`config.mk`:
```
export PLATFORM = sky130hd
export DESIGN_NAME = ib_lut_loader
export DESIGN_NICKNAME = d
export VERILOG_FILES = /design/src/rtl/ib_lut_loader.sv
export SDC_FILE = /design/constraint.sdc
export NUM_CORES = 1
export LEC_CHECK = 0
export BUFFER_PORTS_ARGS = -buffer_cell sky130_fd_sc_hd__buf_2
export CAP_MARGIN = 20
export CORE_MARGIN = 1.5
export CORE_UTILIZATION = 45
export DETAILED_ROUTE_END_ITERATION = 10
export HOLD_SLACK_MARGIN = 0.02
export PLACE_DENSITY = 0.69
export SETUP_SLACK_MARGIN = 0.3
export SLEW_MARGIN = 20
export SYNTH_ARGS = -nofsm -noshare
export SYNTH_HDL_FRONTEND = slang
export SYNTH_SLANG_ARGS = --single-unit
```
`constraint.sdc`:
```
create_clock -name write_clk -period 2.5 [get_ports write_clk]
set_input_delay 0.25 -clock write_clk [delete_from_list [all_inputs] [get_ports write_clk]]
set_output_delay 0.25 -clock write_clk [all_outputs]
set_load 0.05 [all_outputs]
```
`src/rtl/ib_lut_loader.sv`:
```
// LUT loader: turns a beat stream into writes for VN banks m0 and m1, then the DN bank.
// Each accepted beat drives a one-cycle registered write strobe with its address and data.
module ib_lut_loader #(
    parameter int VN_RD_BW   = 8,
    parameter int DN_RD_BW   = 2,
    parameter int VN_ADDR_BW = 11,
    parameter int DN_ADDR_BW = 11,
    parameter int VN_WORDS   = 1024,
    parameter int DN_WORDS   = 1024
) (
    input  logic                  write_clk,
    input  logic                  rst,
    input  logic                  start,
    input  logic                  abort,
    input  logic [VN_RD_BW-1:0]   in_data,
    input  logic                  in_valid,
    output logic                  in_ready,
    output logic [VN_ADDR_BW-1:0] vn_waddr,
    output logic [VN_RD_BW-1:0]   vn_wdata,
    output logic                  vn_m0_we,
    output logic                  vn_m1_we,
    output logic [DN_ADDR_BW-1:0] dn_waddr,
    output logic [DN_RD_BW-1:0]   dn_wdata,
    output logic                  dn_we,
    output logic                  busy,
    output logic                  done
);

    localparam int CNT_BW = (VN_ADDR_BW > DN_ADDR_BW) ? VN_ADDR_BW : DN_ADDR_BW;
    localparam logic [CNT_BW-1:0] VN_LAST = CNT_BW'(VN_WORDS - 1);
    localparam logic [CNT_BW-1:0] DN_LAST = CNT_BW'(DN_WORDS - 1);

    typedef enum logic [2:0] {
        IDLE,
        LD_M0,
        LD_M1,
        LD_DN,
        FIN
    } state_t;

    state_t             state;
    logic [CNT_BW-1:0]  cnt;
    logic               m0_we_q;
    logic               m1_we_q;
    logic               dn_we_q;
    logic               accept;

    assign in_ready = (state == LD_M0) || (state == LD_M1) || (state == LD_DN);
    assign accept   = in_valid && in_ready;

    // A reset arriving while a strobe is pending must keep that write off the bank.
    assign vn_m0_we = m0_we_q && !rst;
    assign vn_m1_we = m1_we_q && !rst;
    assign dn_we    = dn_we_q && !rst;

    // NOTE: all state and registered outputs use non-blocking assignments so every
    // branch below reads the pre-edge values of state and cnt.
    always_ff @(posedge write_clk) begin
        if (rst) begin
            state    <= IDLE;
            cnt      <= '0;
            m0_we_q  <= 1'b0;
            m1_we_q  <= 1'b0;
            dn_we_q  <= 1'b0;
            vn_waddr <= '0;
            vn_wdata <= '0;
            dn_waddr <= '0;
            dn_wdata <= '0;
            busy     <= 1'b0;
            done     <= 1'b0;
        end else begin
            m0_we_q <= 1'b0;
            m1_we_q <= 1'b0;
            dn_we_q <= 1'b0;
            done    <= 1'b0;
            case (state)
                IDLE: begin
                    if (start) begin
                        state <= LD_M0;
                        cnt   <= '0;
                        busy  <= 1'b1;
                    end
                end
                LD_M0, LD_M1: begin
                    if (abort) begin
                        state <= IDLE;
                        cnt   <= '0;
                        busy  <= 1'b0;
                    end else if (accept) begin
                        m0_we_q  <= (state == LD_M0);
                        m1_we_q  <= (state == LD_M1);
                        vn_waddr <= cnt[VN_ADDR_BW-1:0];
                        vn_wdata <= in_data;
                        if (cnt == VN_LAST) begin
                            cnt   <= '0;
                            state <= (state == LD_M0) ? LD_M1 : LD_DN;
                        end else begin
                            cnt <= cnt + CNT_BW'(1);
                        end
                    end
                end
                LD_DN: begin
                    if (abort) begin
                        state <= IDLE;
                        cnt   <= '0;
                        busy  <= 1'b0;
                    end else if (accept) begin
                        dn_we_q  <= 1'b1;
                        dn_waddr <= cnt[DN_ADDR_BW-1:0];
                        dn_wdata <= in_data[DN_RD_BW-1:0];
                        if (cnt == DN_LAST) begin
                            cnt   <= '0;
                            state <= FIN;
                        end else begin
                            cnt <= cnt + CNT_BW'(1);
                        end
                    end
                end
                FIN: begin
                    done  <= 1'b1;
                    busy  <= 1'b0;
                    state <= IDLE;
                end
                default: state <= IDLE;
            endcase
        end
    end

endmodule
```
-- Yosys cells after proc, flatten, opt, wreduce, memory -nomap -nowiden
Index checks and enable logic that the tools add are counted.
- add/subtract/negate cells: 1
- equality and inequality tests: 12
- muxes and demuxes: 19
- bitwise gates (word level): 4
- reductions and logical operators: 19
- operator list (operator ; number):
    11-bit two-way mux ; 4
    11-bit case mux with 2 select lines ; 1
    3-bit two-way mux ; 7
    3-bit AND reduction ; 4
    11-bit by 1-bit adder with 11-bit output (second input constant) ; 1
    11-bit by 10-bit == test with 1-bit output (second input constant) ; 1
    3-bit != test (second input constant) ; 3
    3-bit case mux with 3 select lines ; 1
    3-bit by 2-bit == test with 1-bit output (second input constant) ; 2
    3-bit OR reduction ; 2
    1-bit two-way mux ; 5
    5-bit AND reduction ; 1
    1-bit logical AND ; 4
    1-bit inverter ; 4
    4-bit OR reduction ; 1
    3-bit by 1-bit == test with 1-bit output (second input constant) ; 1
    3-bit == test (second input constant) ; 1
    3-bit zero test ; 1
    3-bit by 1-bit != test with 1-bit output (second input constant) ; 1
    3-bit by 2-bit != test with 1-bit output (second input constant) ; 1
    1-bit case mux with 3 select lines ; 1
    3-bit nonzero test ; 1
    1-bit logical OR ; 2
    2-bit by 1-bit != test with 1-bit output (second input constant) ; 1
    other kinds (4) ; 4
- register bits: 51
- input bits: 13

-- Logic depth before layout (Yosys ltp)
- depth in word-level cells: 7
- gate-level depth with buffers: 6
- mapped depth without buffers: 5

-- Worst setup path before layout
Ideal clock, no wire load.
- path kind: flip-flop to flip-flop
- start point: register cnt[0]
- end point: register state[0]
- library setup time: 71 ps
- arrival time: 1748 ps
- slack: 681 ps
- cell stages (with the launch flop): 6
- clock period less this slack: 1819 ps
- path through: dfxtp_1 > ha_1 > nand4_2 > or4_4 > a2111o_1 > a21oi_1
- longest elaborated chain between the ends: 3
- elaborated cells on any way between the ends: 4
- ends and longest elaborated chain (item ; line ; text):
    start: declaration ; 42 ; logic [CNT_BW-1:0] cnt;
    start signal: assignment ; 98 ; cnt <= cnt + CNT_BW'(1);
    start signal: assignment ; 115 ; cnt <= cnt + CNT_BW'(1);
    11-bit by 10-bit == test with 1-bit output * ; 94, 111 ;
    3-bit != test (no source line) / 3-bit by 2-bit != test with 1-bit output (equally long branches) ; -- ;
    5-bit AND reduction (no source line) * ; -- ;
    end signal: assignment ; 96 ; state <= (state == LD_M0) ? LD_M1 : LD_DN;
    end: declaration ; 41 ; state_t state;
Mark *: on every way between the ends. The rest lies on a longest branch, timed or not.
A chain may end at the register's enable or synchronous reset.

-- Final worst setup path
- start point: register cnt[1]
- end point: register state[0]
Same word-level chain as after synthesis.

==> impl_metrics.ini <==
[clock_network]
cts_root_buf = clkbuf_8
clock_sinks = 51
cts.path.max_buffers = 2
clkTransAtPathRegs_ns = 0.09
ctsHtreeMaxLevel = 2
postCtsSetupRepairBufs = 0
tritoncts = yes
cts_made_buffers = 5
insertion_delay_ns = 0.31

[pwr]
power_density_nw_per_um2 = 602
irDropWorstVdd_mv = 0.507
p_leak_nw = 1.17

[sta]
finalSetupViolCount = 0
setup_ws_ns = 0.487
finalHoldViolCount = 0
rsz0062_at_grt = false
max_clock_freq_ghz = 0.497
finalCriticalPeriod_ns = 2.01
finalMaxSlewViolations = 0
worst_pin_slew_ns = 0.746
tns_ns = 0
final.period_utilization = 0.805
skew_ns = 0.00621
slew_headroom = 0.498

[job]
maxCapViolations = 0

[layout]
post-route-util = 0.564
final_area_um2 = 2500
finalNetCount = 298
syn_to_final_growth_pct = 18.0
n_fill_cell = 436
drive_gt1_frac = 0.232
final_cell_mix = dfxtp_1 (50), buf_2 (50), nand2_1 (32), nor2_1 (27), mux2i_1 (22)
instances_no_fill = 337
n_antenna_cell = 0

[grt]
grt_max_degree = 35
grt_pass1_vias = 1746
gr-total-overflow = 0
antenna_found_initial = 0
grt_pass1_wl_mm = 7.88
track_usage = 0.194

[floorplanning]
die_h_um = 71.7
dieArea_um2 = 5140
rows = 24
top_level_ports = 51
die_x_um = 71.7
start_util = 0.477
core_um2 = 4440

[critical_path]
crit_fanout = 6
r2r_start = cnt[1]
worstPathRequired_ns = 2.74
worst_path_max_delay_cell = or4_4
crit_chain = ha_1, nand4_2, or4_4, a2111o_1, a21oi_1
crit_family = simple AND/OR/NAND/NOR gates
crit_path_end_kind = register
critPathArrivalTime_ns = 2.25
critical_path_buf_inv_count = 0
start_kind = register
reg2reg_slack_ns = 0.49
worstRegToRegCells = 5
path_class = reg -> reg
r2r_end = state[0]
cpPeakStageDelay_ns = 0.56

[route]
routedWlPerCell_um = 14.2
dr.pass1.iters = 6
drc = 0
drtAntennaViolNets = 0
vias_per_cell = 5.60
drt_wl_total_mm = 4.80
drtIter0Drc = 128
via_count = 1886

[hold_path]
min_from = in_data[5]
holdPathStages = 3
hold_end = vn_wdata[5]
min_path_type = in -> reg

[place]
io_buffers = 50
hpwlAfterDp_mm = 3.24
placed_cells = 329
placed_cell_area_um2 = 2390
place_congestion = 0.881
dpl_worst_slack_ns = 0.509

[yosys]
synth_nets = 256
ys_seq_area_frac = 0.481
yosys_warnings = 0
syn-cell-area_um2 = 2120
synthCells = 242
synth.avg_cell_area_um2 = 8.77
synth_seq_cells = 51
synthDistinctLibCells = 42

[outcome]
status = finished, final reports clean
## what timing repair did
action | CTS | global route
resized for setup | 0 | 1
hold buffers | 0 | 0
setup endpoints to repair | 0 | 1
## registers in the layout, indices dropped and copies added, names as in the netlist
name / cells
done: 1
vn_wdata: 8
dn_we_q: 1
dn_waddr: 11
state: 3
busy: 1
m1_we_q: 1
vn_waddr: 11
m0_we_q: 1
cnt: 11
dn_wdata: 2
## worst reg2reg max path: stages (launching register included)
cell,delay (ns)
dfxtp_1,0.43
ha_1,0.27
nand4_2,0.19
or4_4,0.56
a2111o_1,0.37
a21oi_1,0.12
## cell type report
type / instances / area [µm²] / area share
well taps: 52 / 65.1 / 0.0260
multi-input cells: 166 / 997 / 0.398
clock inverters: 2 / 35.0 / 0.0140
clock buffers: 6 / 82.6 / 0.0330
inverters: 6 / 22.5 / 0.00899
flip-flops and latches: 51 / 1020 / 0.408
repair buffers: 54 / 280 / 0.112
## cell usage after synthesis
master | count | area share
dfxtp_1 | 51 | 0.48
nand2_1 | 32 | 0.057
nor2_1 | 27 | 0.048
mux2i_1 | 22 | 0.10
a21oi_1 | 18 | 0.042
nand3_1 | 13 | 0.031
clkbuf_1 | 12 | 0.021
o21ai_0 | 7 | 0.017
inv_1 | 5 | 0.0088
a32oi_1 | 4 | 0.017
nand4_1 | 4 | 0.012
and4_1 | 3 | 0.012
buf_2 | 3 | 0.0071
nor2b_1 | 3 | 0.0088
nor4_1 | 3 | 0.0088
a211oi_1 | 2 | 0.0071
and3_1 | 2 | 0.0059
clkbuf_2 | 2 | 0.0047
nand2b_1 | 2 | 0.0059
nor3_1 | 2 | 0.0047
nor4b_1 | 2 | 0.0083
o22ai_1 | 2 | 0.0059
or4_1 | 2 | 0.0071
a2111o_1 | 1 | 0.0053
a2111oi_0 | 1 | 0.0041
a21boi_0 | 1 | 0.0035
a21o_1 | 1 | 0.0035
and2_1 | 1 | 0.0029
and3b_1 | 1 | 0.0041
buf_1 | 1 | 0.0018
buf_4 | 1 | 0.0035
clkinv_1 | 1 | 0.0018
ha_1 | 1 | 0.0059
nand4_2 | 1 | 0.0059
nand4b_1 | 1 | 0.0041
o221a_2 | 1 | 0.0053
o31ai_1 | 1 | 0.0035
o32ai_1 | 1 | 0.0041
or3_1 | 1 | 0.0029
or3b_1 | 1 | 0.0041
or4_4 | 1 | 0.0053
xor2_1 | 1 | 0.0041
## worst max path at each step
| stage | startpoint | endpoint | depth (start not counted) |
|---|---|---|---|
| global placement | cnt[0] | state[0] | 5 |
| detailed placement | state[1] | cnt[8] | 4 |
| global route | cnt[1] | state[1] | 5 |
| finish | cnt[1] | state[0] | 5 |
| floorplan | cnt[0] | state[0] | 5 |
| CTS | cnt[0] | state[0] | 5 |
## metal layers
| layer | global-route usage | wire length, µm | share of wire | up-vias |
|---|---|---|---|---|
| met1 | 0.256 | 2260 | 0.47 | 879 |
| li1 | - | - | - | 935 |
| met3 | 0.0422 | 285 | 0.059 | 6 |
| met5 | 0 | 0 | 0 | - |
| met4 | 0.0734 | 74 | 0.015 | 0 |
| met2 | 0.313 | 2190 | 0.46 | 66 |
## per-stage QoR
stage	hold WS, ns	total power [mW]
after floorplan	0.386	0.912
after global placement	0.443	0.938
after detailed placement	0.447	0.939
after CTS	0.167	1.52
after global routing	0.182	1.56
final	0.169	1.51
## kinds of logic (layout without fill, tap and decap cells)
group                      Yosys count  after routing  share of synthesized area
AOI/OAI and AO/OA                   40             40                      0.118
DFF                                 51             51                      0.481
xor gates and xnor gates             1              1                    0.00413
muxes                               22             22                      0.104
and+or+nand+nor                    102            102                      0.238
adders and majority gates            1              1                    0.00590
buffers and inverters               25             68                     0.0489
## report_power, final
part,total [mW],switching (mW),internal [mW]
sequential,0.823,0.00563,0.817
combinational,0.0983,0.0672,0.0312
clock,0.587,0.263,0.324
total,1.51,0.336,1.17
No activity file was read; power rests on OpenSTA's default activity.
